[src/rtl/usart_line_buffer.sv]
// Purpose: assembles one CR-terminated text line from USART receive bytes, with backspace editing and random-access readout.
// Latency: buffer/length update 1 cycle after rx_valid; echo_valid 1 cycle after rx_valid; rd_data 1 cycle after rd_addr.
// Backpressure: echo holds echo_data stable until echo_ready; bytes arriving during echo or while a line is pending are dropped and flagged in overflow.
// Optional feature macro: USART_LINE_ECHO_EN (defined: edited characters are echoed back to the transmitter).
module usart_line_buffer #(
  parameter int DEPTH     = 64,
  parameter int ADDR_BITS = 6
) (
  input  logic                 comm_clock,
  input  logic                 reset_n,
  input  logic [7:0]           rx_data,
  input  logic                 rx_valid,
  output logic [7:0]           echo_data,
  output logic                 echo_valid,
  input  logic                 echo_ready,
  output logic                 line_ready,
  output logic [ADDR_BITS:0]   line_length,
  input  logic [ADDR_BITS-1:0] rd_addr,
  output logic [7:0]           rd_data,
  input  logic                 line_ack,
  output logic                 overflow
);

  localparam logic [ADDR_BITS:0] LP_DEPTH   = (ADDR_BITS + 1)'(DEPTH);
  localparam logic [ADDR_BITS:0] LP_LEN_ONE = (ADDR_BITS + 1)'(1);

  // Byte classes seen on the receive side
  localparam logic [7:0] LP_BS  = 8'h08;
  localparam logic [7:0] LP_DEL = 8'h7F;
  localparam logic [7:0] LP_CR  = 8'h0D;
  localparam logic [7:0] LP_LF  = 8'h0A;
  localparam logic [7:0] LP_SP  = 8'h20;
  localparam logic [7:0] LP_TLD = 8'h7E;

`ifdef USART_LINE_ECHO_EN
  typedef enum logic [1:0] {
    ST_COLLECT    = 2'd0,
    ST_ECHO       = 2'd1,
    ST_LINE_READY = 2'd2
  } state_t;
`else
  typedef enum logic [1:0] {
    ST_COLLECT    = 2'd0,
    ST_LINE_READY = 2'd2
  } state_t;
`endif

  state_t             r_state;
  logic [ADDR_BITS:0] r_len;
  logic               r_overflow;
  logic               r_line_ready;
  logic [7:0]         r_rd_data;
  logic [7:0]         r_buf [DEPTH];

`ifdef USART_LINE_ECHO_EN
  // Echo sequencer: r_echo_data is the byte on offer, r_echo_nxt0/1 queue
  // the remaining bytes, r_echo_rem counts how many of them are still due.
  logic       r_echo_valid;
  logic [7:0] r_echo_data;
  logic [7:0] r_echo_nxt0;
  logic [7:0] r_echo_nxt1;
  logic [1:0] r_echo_rem;
  logic       r_echo_to_lr;
`else
  // The transmitter handshake has no meaning without echo; sink it here.
  logic w_unused_echo_ready;
  assign w_unused_echo_ready = echo_ready;
`endif

  logic w_is_print;
  logic w_is_bs;
  logic w_is_cr;
  logic w_has_room;
  logic w_buf_we;

  assign w_is_print = (rx_data >= LP_SP) && (rx_data <= LP_TLD);
  assign w_is_bs    = (rx_data == LP_BS) || (rx_data == LP_DEL);
  assign w_is_cr    = (rx_data == LP_CR);
  assign w_has_room = (r_len < LP_DEPTH);

  // Only printable bytes accepted while collecting ever reach the RAM
  assign w_buf_we = (r_state == ST_COLLECT) && rx_valid && w_is_print && w_has_room;

  // Line RAM write port; contents are deliberately left unreset
  always_ff @(posedge comm_clock) begin
    if (w_buf_we) begin
      r_buf[r_len[ADDR_BITS-1:0]] <= rx_data;
    end
  end

  // Registered readout port, independent of the line state
  always_ff @(posedge comm_clock or negedge reset_n) begin
    if (!reset_n) begin
      r_rd_data <= 8'h00;
    end else begin
      r_rd_data <= r_buf[rd_addr];
    end
  end

  // Line-assembly state machine: classify bytes, edit the line, sequence echoes, hand off the line
  always_ff @(posedge comm_clock or negedge reset_n) begin
    if (!reset_n) begin
      r_state      <= ST_COLLECT;
      r_len        <= '0;
      r_overflow   <= 1'b0;
      r_line_ready <= 1'b0;
`ifdef USART_LINE_ECHO_EN
      r_echo_valid <= 1'b0;
      r_echo_data  <= 8'h00;
      r_echo_nxt0  <= 8'h00;
      r_echo_nxt1  <= 8'h00;
      r_echo_rem   <= 2'd0;
      r_echo_to_lr <= 1'b0;
`endif
    end else begin
      case (r_state)
        ST_COLLECT: begin
          if (rx_valid) begin
            if (w_is_print) begin
              if (w_has_room) begin
                r_len <= r_len + LP_LEN_ONE;
`ifdef USART_LINE_ECHO_EN
                r_state      <= ST_ECHO;
                r_echo_valid <= 1'b1;
                r_echo_data  <= rx_data;
                r_echo_rem   <= 2'd0;
                r_echo_to_lr <= 1'b0;
`endif
              end else begin
                // Line is full: the byte is lost and nothing is echoed
                r_overflow <= 1'b1;
              end
            end else if (w_is_bs) begin
              // Backspace on an empty line is silently ignored
              if (r_len != '0) begin
                r_len <= r_len - LP_LEN_ONE;
`ifdef USART_LINE_ECHO_EN
                // Rub out on the terminal: step back, blank, step back
                r_state      <= ST_ECHO;
                r_echo_valid <= 1'b1;
                r_echo_data  <= LP_BS;
                r_echo_nxt0  <= LP_SP;
                r_echo_nxt1  <= LP_BS;
                r_echo_rem   <= 2'd2;
                r_echo_to_lr <= 1'b0;
`endif
              end
            end else if (w_is_cr) begin
`ifdef USART_LINE_ECHO_EN
              // Line completes only once CR LF has gone out
              r_state      <= ST_ECHO;
              r_echo_valid <= 1'b1;
              r_echo_data  <= LP_CR;
              r_echo_nxt0  <= LP_LF;
              r_echo_rem   <= 2'd1;
              r_echo_to_lr <= 1'b1;
`else
              r_state      <= ST_LINE_READY;
              r_line_ready <= 1'b1;
`endif
            end
            // LF and every other control byte fall through untouched
          end
        end

`ifdef USART_LINE_ECHO_EN
        ST_ECHO: begin
          // The receiver cannot be paused, so anything arriving now is lost
          if (rx_valid) begin
            r_overflow <= 1'b1;
          end
          if (echo_ready) begin
            if (r_echo_rem != 2'd0) begin
              r_echo_data <= r_echo_nxt0;
              r_echo_nxt0 <= r_echo_nxt1;
              r_echo_rem  <= r_echo_rem - 2'd1;
            end else begin
              r_echo_valid <= 1'b0;
              r_echo_data  <= 8'h00;
              r_echo_to_lr <= 1'b0;
              if (r_echo_to_lr) begin
                r_state      <= ST_LINE_READY;
                r_line_ready <= 1'b1;
              end else begin
                r_state <= ST_COLLECT;
              end
            end
          end
        end
`endif

        ST_LINE_READY: begin
          // Acknowledge takes priority over a coincident receive byte
          if (line_ack) begin
            r_len        <= '0;
            r_overflow   <= 1'b0;
            r_line_ready <= 1'b0;
            r_state      <= ST_COLLECT;
          end else if (rx_valid) begin
            r_overflow <= 1'b1;
          end
        end

        default: begin
          r_state      <= ST_COLLECT;
          r_line_ready <= 1'b0;
        end
      endcase
    end
  end

`ifdef USART_LINE_ECHO_EN
  assign echo_valid = r_echo_valid;
  assign echo_data  = r_echo_data;
`else
  assign echo_valid = 1'b0;
  assign echo_data  = 8'h00;
`endif

  assign line_ready  = r_line_ready;
  assign line_length = r_len;
  assign rd_data     = r_rd_data;
  assign overflow    = r_overflow;

endmodule

[config.mk]
export PLATFORM = sky130hd
export DESIGN_NAME = usart_line_buffer
export DESIGN_NICKNAME = d
export VERILOG_FILES = /design/src/rtl/usart_line_buffer.sv
export SDC_FILE = /design/constraint.sdc
export NUM_CORES = 1
export LEC_CHECK = 0
export ABC_AREA = 1
export BUFFER_PORTS_ARGS = -buffer_cell sky130_fd_sc_hd__buf_2
export CAP_MARGIN = 20
export CORE_MARGIN = 5
export CORE_UTILIZATION = 35
export CTS_CLUSTER_SIZE = 10
export DETAILED_ROUTE_END_ITERATION = 12
export PLACE_DENSITY_LB_ADDON = 0.15
export SKIP_CTS_REPAIR_TIMING = 1
export SKIP_LAST_GASP = 1
export SYNTH_ARGS = -nofsm -noshare
export SYNTH_HDL_FRONTEND = slang
export SYNTH_SLANG_ARGS = --single-unit
[constraint.sdc]
create_clock -name comm_clock -period 2.4 [get_ports comm_clock]
set_clock_uncertainty 0.05 [all_clocks]
set_input_delay 0.12 -clock comm_clock [delete_from_list [all_inputs] [get_ports comm_clock]]
set_output_delay 0.12 -clock comm_clock [all_outputs]
set_load 0.02 [all_outputs]
==> flow_metrics.env, run 1 <==
export IMPL_yosys_warnings=0
export IMPL_vdd_drop_max_mv=0.530
export IMPL_cts_root_buf="clkbuf_16"
export IMPL_avgSynthCellArea_sq_um=11.5
export IMPL_leakagePower_nw=9.36
export IMPL_io_pins=45
export IMPL_die_w_microns=262
export IMPL_ys_seq_elements=529
export IMPL_area_growth_pct=14.5
export IMPL_required_ns=2.67
export IMPL_nNetsFinal=2060
export IMPL_die_area_sq_um=68500
export IMPL_gp_congestion=0.842
export IMPL_hold_slack_ns=-0.0187
export IMPL_grt_pass1_wl_microns=90500
export IMPL_cts_sinks=529
export IMPL_report_final_hold_viol_count=16
export IMPL_clk_pin_slew_worst_paths_ns=0.06
export IMPL_min_period_ns=2.03
export IMPL_vias_per_cell=4.95
export IMPL_drive_gt1_share_pct=10.9
export IMPL_reg2reg_slack_ns=0.37
export IMPL_reg2reg_to="r_buf[11][6]"
export IMPL_worstPathMaxFanout=8
export IMPL_rows=92
export IMPL_cts_max_level=2
export IMPL_hpwlAfterDp_microns=34800
export IMPL_tritoncts="done"
export IMPL_slew_headroom_pct=42.8
export IMPL_wl_microns=59600
export IMPL_grt_max_degree=130
export IMPL_die_h_microns=262
export IMPL_violations="hold timing"
export IMPL_worst_slack_ns=0.368
export IMPL_cts_buffer_depth=3
export IMPL_drt_iter0_markers=1099
export IMPL_wl_per_cell_microns=20.4
export IMPL_grt_overflow_total=0
export IMPL_reg2reg_depth=7
export IMPL_drt_pass1_iter_count=5
export IMPL_finalCritPeriodShare_pct=84.7
export IMPL_setup_viol=0
export IMPL_clock_latency_ns=0.60
export IMPL_pre_cts_ws_ns=0.251
export IMPL_p_per_area_nw_per_um2=818
export IMPL_syn_cell_area_sq_um=22200
export IMPL_core_sq_um=63000
export IMPL_rsz0062_at_grt="no"
export IMPL_first_global_vias=14213
export IMPL_endpoint_kind="flop"
export IMPL_grt_usage_pct=17.5
export IMPL_start_util_pct=35.2
export IMPL_diodes=0
export IMPL_status="finished with violations"
export IMPL_cp_start_kind="flop"
export IMPL_maxCapViolCount=0
export IMPL_netlist_instances=1930
export IMPL_worstHoldPathType="primary input to asynchronous set/reset pin"
export IMPL_ant_nets=0
export IMPL_fmax_mhz=492
export IMPL_setup_tns_ns=0
export IMPL_worstReg2RegStart="line_length[6]"
export IMPL_crit_arrival_ns=2.30
export IMPL_port_buffers=34
export IMPL_ys_types=32
export IMPL_worst_pin_slew_ns=0.857
export IMPL_yosysSeqAreaShare_pct=71.3
export IMPL_vias=14472
export IMPL_drv_slew=0
export IMPL_critical_path_class="flop to flop"
export IMPL_drc=0
export IMPL_numCtsBuffers=59
export IMPL_crit_start="line_length[6]"
export IMPL_antenna_found_initial=2
registers in the layout (all words and copies together), names as in the netlist:
register	count
line_length	7
overflow	1
r_buf	512
r_state	1
rd_data	8
metal layers:
layer	wire length (microns)	vias up	part of all wire, %	global-route usage [%]
met1	27900	7122	47	25.5
met3	2770	93	4.7	2.79
met4	1500	0	2.5	4.60
met5	0	-	0	0
met2	27400	349	46	27.5
li1	-	6908	-	-
power breakdown:
part | leakage [nW] | total (mW) | internal, mW | switching (mW)
logic | 3.75 | 2.24 | 0.631 | 1.61
registers | 4.81 | 10.5 | 10.3 | 0.151
clock network | 0.803 | 8.08 | 4.62 | 3.46
cell families (layout without fill, tap and decap cells):
logic type                 Yosys count  count (layout)  share of synthesized area [%]
AOI/OAI and AO/OA                   12              12                          0.288
xor gates and xnor gates             4               4                          0.158
adders and majority gates            7               7                          0.429
buffers and inverters              145             284                           4.17
DFF                                529             529                           71.3
other                                1               9                         0.0169
and+or+nand+nor                   1232            1232                           23.7
synthesized netlist by cell type, drive strengths merged:
library cell / instances / share of area (%)
xor2: 3 / 0.12
nand2: 696 / 12
nor2: 78 / 1.4
edfxtp: 512 / 69
dfrtp: 17 / 1.9
clkbuf: 6 / 0.10
nand4: 5 / 0.17
inv: 26 / 0.46
conb: 1 / 0.017
nor3: 4 / 0.14
a31oi: 1 / 0.028
fa: 1 / 0.090
nand3: 447 / 10
ha: 6 / 0.34
buf: 113 / 3.6
xnor2: 1 / 0.040
o21ai: 4 / 0.090
o21a: 1 / 0.034
or2: 2 / 0.056
a21oi: 6 / 0.14
cell usage in the layout, fill, tap and decap left out, types with 2 or more instances in the layout:
cell type	synthesis	routed
nand2_1	693	693
edfxtp_1	512	512
nand3_1	446	446
buf_4	29	103
nor2_1	76	76
clkbuf_16	0	60
clkbuf_1	6	41
buf_2	45	32
inv_1	22	21
dfrtp_1	17	17
buf_12	0	13
conb_1	1	9
a21oi_1	6	6
ha_1	6	6
dlygate4sd3_1	0	5
o21ai_0	4	4
nand4_1	4	4
nand2_2	3	3
inv_2	3	3
xor2_1	3	3
nor2_4	2	2
nor3_2	2	2
nor3_1	2	2
inv_6	1	2
worst max-delay path, cell delays in order (launching register included):
cell and delay (ns):
dfrtp_1 0.44, inv_1 0.10, nand3_1 0.17, nor3_2 0.29, nand3_2 0.09, buf_4 0.24
nor2_1 0.18, buf_4 0.18
cell type report:
type                       instances  area (sq um)
fill                            6025         37600
sequential                       529         15800
multi-input combinational       1264          5480
clock buffer                     101          1660
timing repair buffer             154          1260
tap                              846          1060
inverter                          26           105
clock inverter                     3          30.0
worst max-delay path by stage:
stage	endpoint	slack, ns
floorplan	r_buf[61][0]	0.29
global placement	line_length[6]	0.24
detailed placement	line_length[6]	0.25
CTS	r_buf[11][4]	0.38
global route	r_buf[19][2]	0.25
finish	r_buf[11][6]	0.37
through the flow:
stage,cells,area [sq um],utilization (%),power (mW)
finish,2923,25400,40.3,20.8
global route,2923,25400,40.3,21.7
CTS,2918,25300,40.2,21.0
detailed placement,2814,23600,37.6,12.9
global placement,2814,23600,37.6,12.9
floorplan,1938,22200,-,12.0
Power figures use the tool's default switching activity.
==> run 2: changes to the inputs <==
==> constraint.sdc (replaced) <==
create_clock -name comm_clock -period 1.9 [get_ports comm_clock]
set_clock_uncertainty 0.05 [all_clocks]
set_input_delay 0.095 -clock comm_clock [delete_from_list [all_inputs] [get_ports comm_clock]]
set_output_delay 0.095 -clock comm_clock [all_outputs]
set_load 0.02 [all_outputs]
==> flow_metrics.env, run 2 (synthesis results as in run 1) <==
export IMPL_status="finished, final reports clean"
export IMPL_hpwlAfterDp_microns=37700
export IMPL_final_cell_mix="nand2_1 (691), edfxtp_1 (512), nand3_1 (446)"
export IMPL_largest_register_ffs=512
export IMPL_numCtsBuffers=60
export IMPL_wl_per_cell_microns=20.5
export IMPL_grt_max_degree=70
export IMPL_slew_headroom_pct=48.3
export IMPL_setup_viol=0
export IMPL_drt_pass1_iter_count=5
export IMPL_clock_latency_ns=0.62
export IMPL_critical_path_slowest_cell="dfrtp_1"
export IMPL_hold_slack_ns=0.0108
export IMPL_setup_tns_ns=0
export IMPL_finalCritPeriodShare_pct=94.2
export IMPL_gp_congestion=0.813
export IMPL_cts_buffer_depth=3
export IMPL_area_growth_pct=18.5
export IMPL_endpoint_kind="flop"
export IMPL_cts_root_buf="clkbuf_16"
export IMPL_clk_pin_slew_worst_paths_ns=0.05
export IMPL_post_route_cell_area_sq_um=26300
export IMPL_nNetsFinal=2118
export IMPL_worst_slack_ns=0.109
export IMPL_drv_slew=0
export IMPL_seqCellArea_sq_um=15800
export IMPL_start_util_pct=35.2
export IMPL_maxCapViolCount=0
export IMPL_final_cells=2969
export IMPL_crit_path_cell_trace="inv_1 > nand3_1 > nor2_4 > nand3_1 > buf_12 > nor2_1 > buf_4"
export IMPL_port_buffers=34
export IMPL_worstHoldPathType="primary input to flop"
export IMPL_cts_sinks=529
export IMPL_min_period_ns=1.79
export IMPL_cpPeakStageDelay_ns=0.37
export IMPL_dp_cells=2865
export IMPL_core_sq_um=63000
export IMPL_crit_family="simple AND/OR/NAND/NOR gates"
export IMPL_multi_input_area_sq_um=5610
export IMPL_fmax_mhz=558
export IMPL_vias_per_cell=4.91
export IMPL_critPathBufInv=3
export IMPL_cp_common_cell="nand3_1"
export IMPL_drive_gt1_share_pct=14.7
export IMPL_critical_path_class="flop to flop"
export IMPL_layout_commonest_cell="nand2_1"
export IMPL_io_pins=45
export IMPL_wl_microns=61000
export IMPL_worstPathMaxFanout=8
export IMPL_p_per_area_nw_per_um2=1030
export IMPL_vias=14590
export IMPL_die_area_sq_um=68500
export IMPL_worst_pin_slew_ns=0.776
export IMPL_ant_nets=0
export IMPL_fin_util_pct=41.7
export IMPL_rows=92
export IMPL_grt_pass1_wl_microns=92500
export IMPL_required_ns=2.16
export IMPL_rsz0062_at_grt="yes"
export IMPL_crit_arrival_ns=2.05
export IMPL_pre_cts_ws_ns=-0.276
export IMPL_cts_max_level=2
export IMPL_die_h_microns=262
export IMPL_drt_iter0_markers=1099
export IMPL_diodes=0
export IMPL_drc=0
export IMPL_tritoncts="done"
export IMPL_grt_usage_pct=17.8
export IMPL_antenna_found_initial=3
export IMPL_reg2reg_slack_ns=0.11
export IMPL_report_final_hold_viol_count=0
export IMPL_place_area_sq_um=24400
export IMPL_first_global_vias=14375
export IMPL_finalPower_mw=27.0
export IMPL_grt_overflow_total=0
export IMPL_die_w_microns=262
export IMPL_vdd_drop_max_mv=0.723
export IMPL_fill_cells=6021
export IMPL_cp_start_kind="flop"
export IMPL_leakagePower_nw=9.75
==> run 2: changes by cell type in the layout (fill, tap and decap cells not counted), sizes merged <==
cell / delta
bufinv: +1
clkinv: -1
buf: +52
inv: +1
dlygate4sd3: +5
clkbuf: -12
==> run 2: final cells by class <==
cell class                 instances  area share (%)
multi-input combinational       1264            21.3
timing repair buffer             211            7.62
inverter                          26           0.400
sequential                       529            60.1
tap                              846            4.03
clock inverter                     4           0.195
clock buffer                      89            6.29
==> run 2: path summary, 6_finish.rpt <==
path / start / end / cells after the start
min reg2reg: overflow / overflow / 1
min: rx_data[4] / r_buf[3][4] / 2
max reg2reg: line_length[6] / r_buf[46][2] / 7
max in group asynchronous: reset_n / rd_data[7] / 4
min in group asynchronous: reset_n / overflow / 4
max: line_length[6] / r_buf[46][2] / 7
==> run 2: report_power, final <==
part,internal (mW),switching (mW),total [mW]
logic,1.19,2.26,3.45
clock network,6.03,4.39,10.4
registers,13.0,0.124,13.1
total,20.2,6.78,27.0
==> run 2: metal layers <==
layer	vias up	GRT usage [%]	part of all wire, %
li1	7023	-	-
met1	7136	26.2	46
met2	374	28.4	47
met3	57	3.02	5.7
met4	0	3.26	1.4
met5	-	0	0
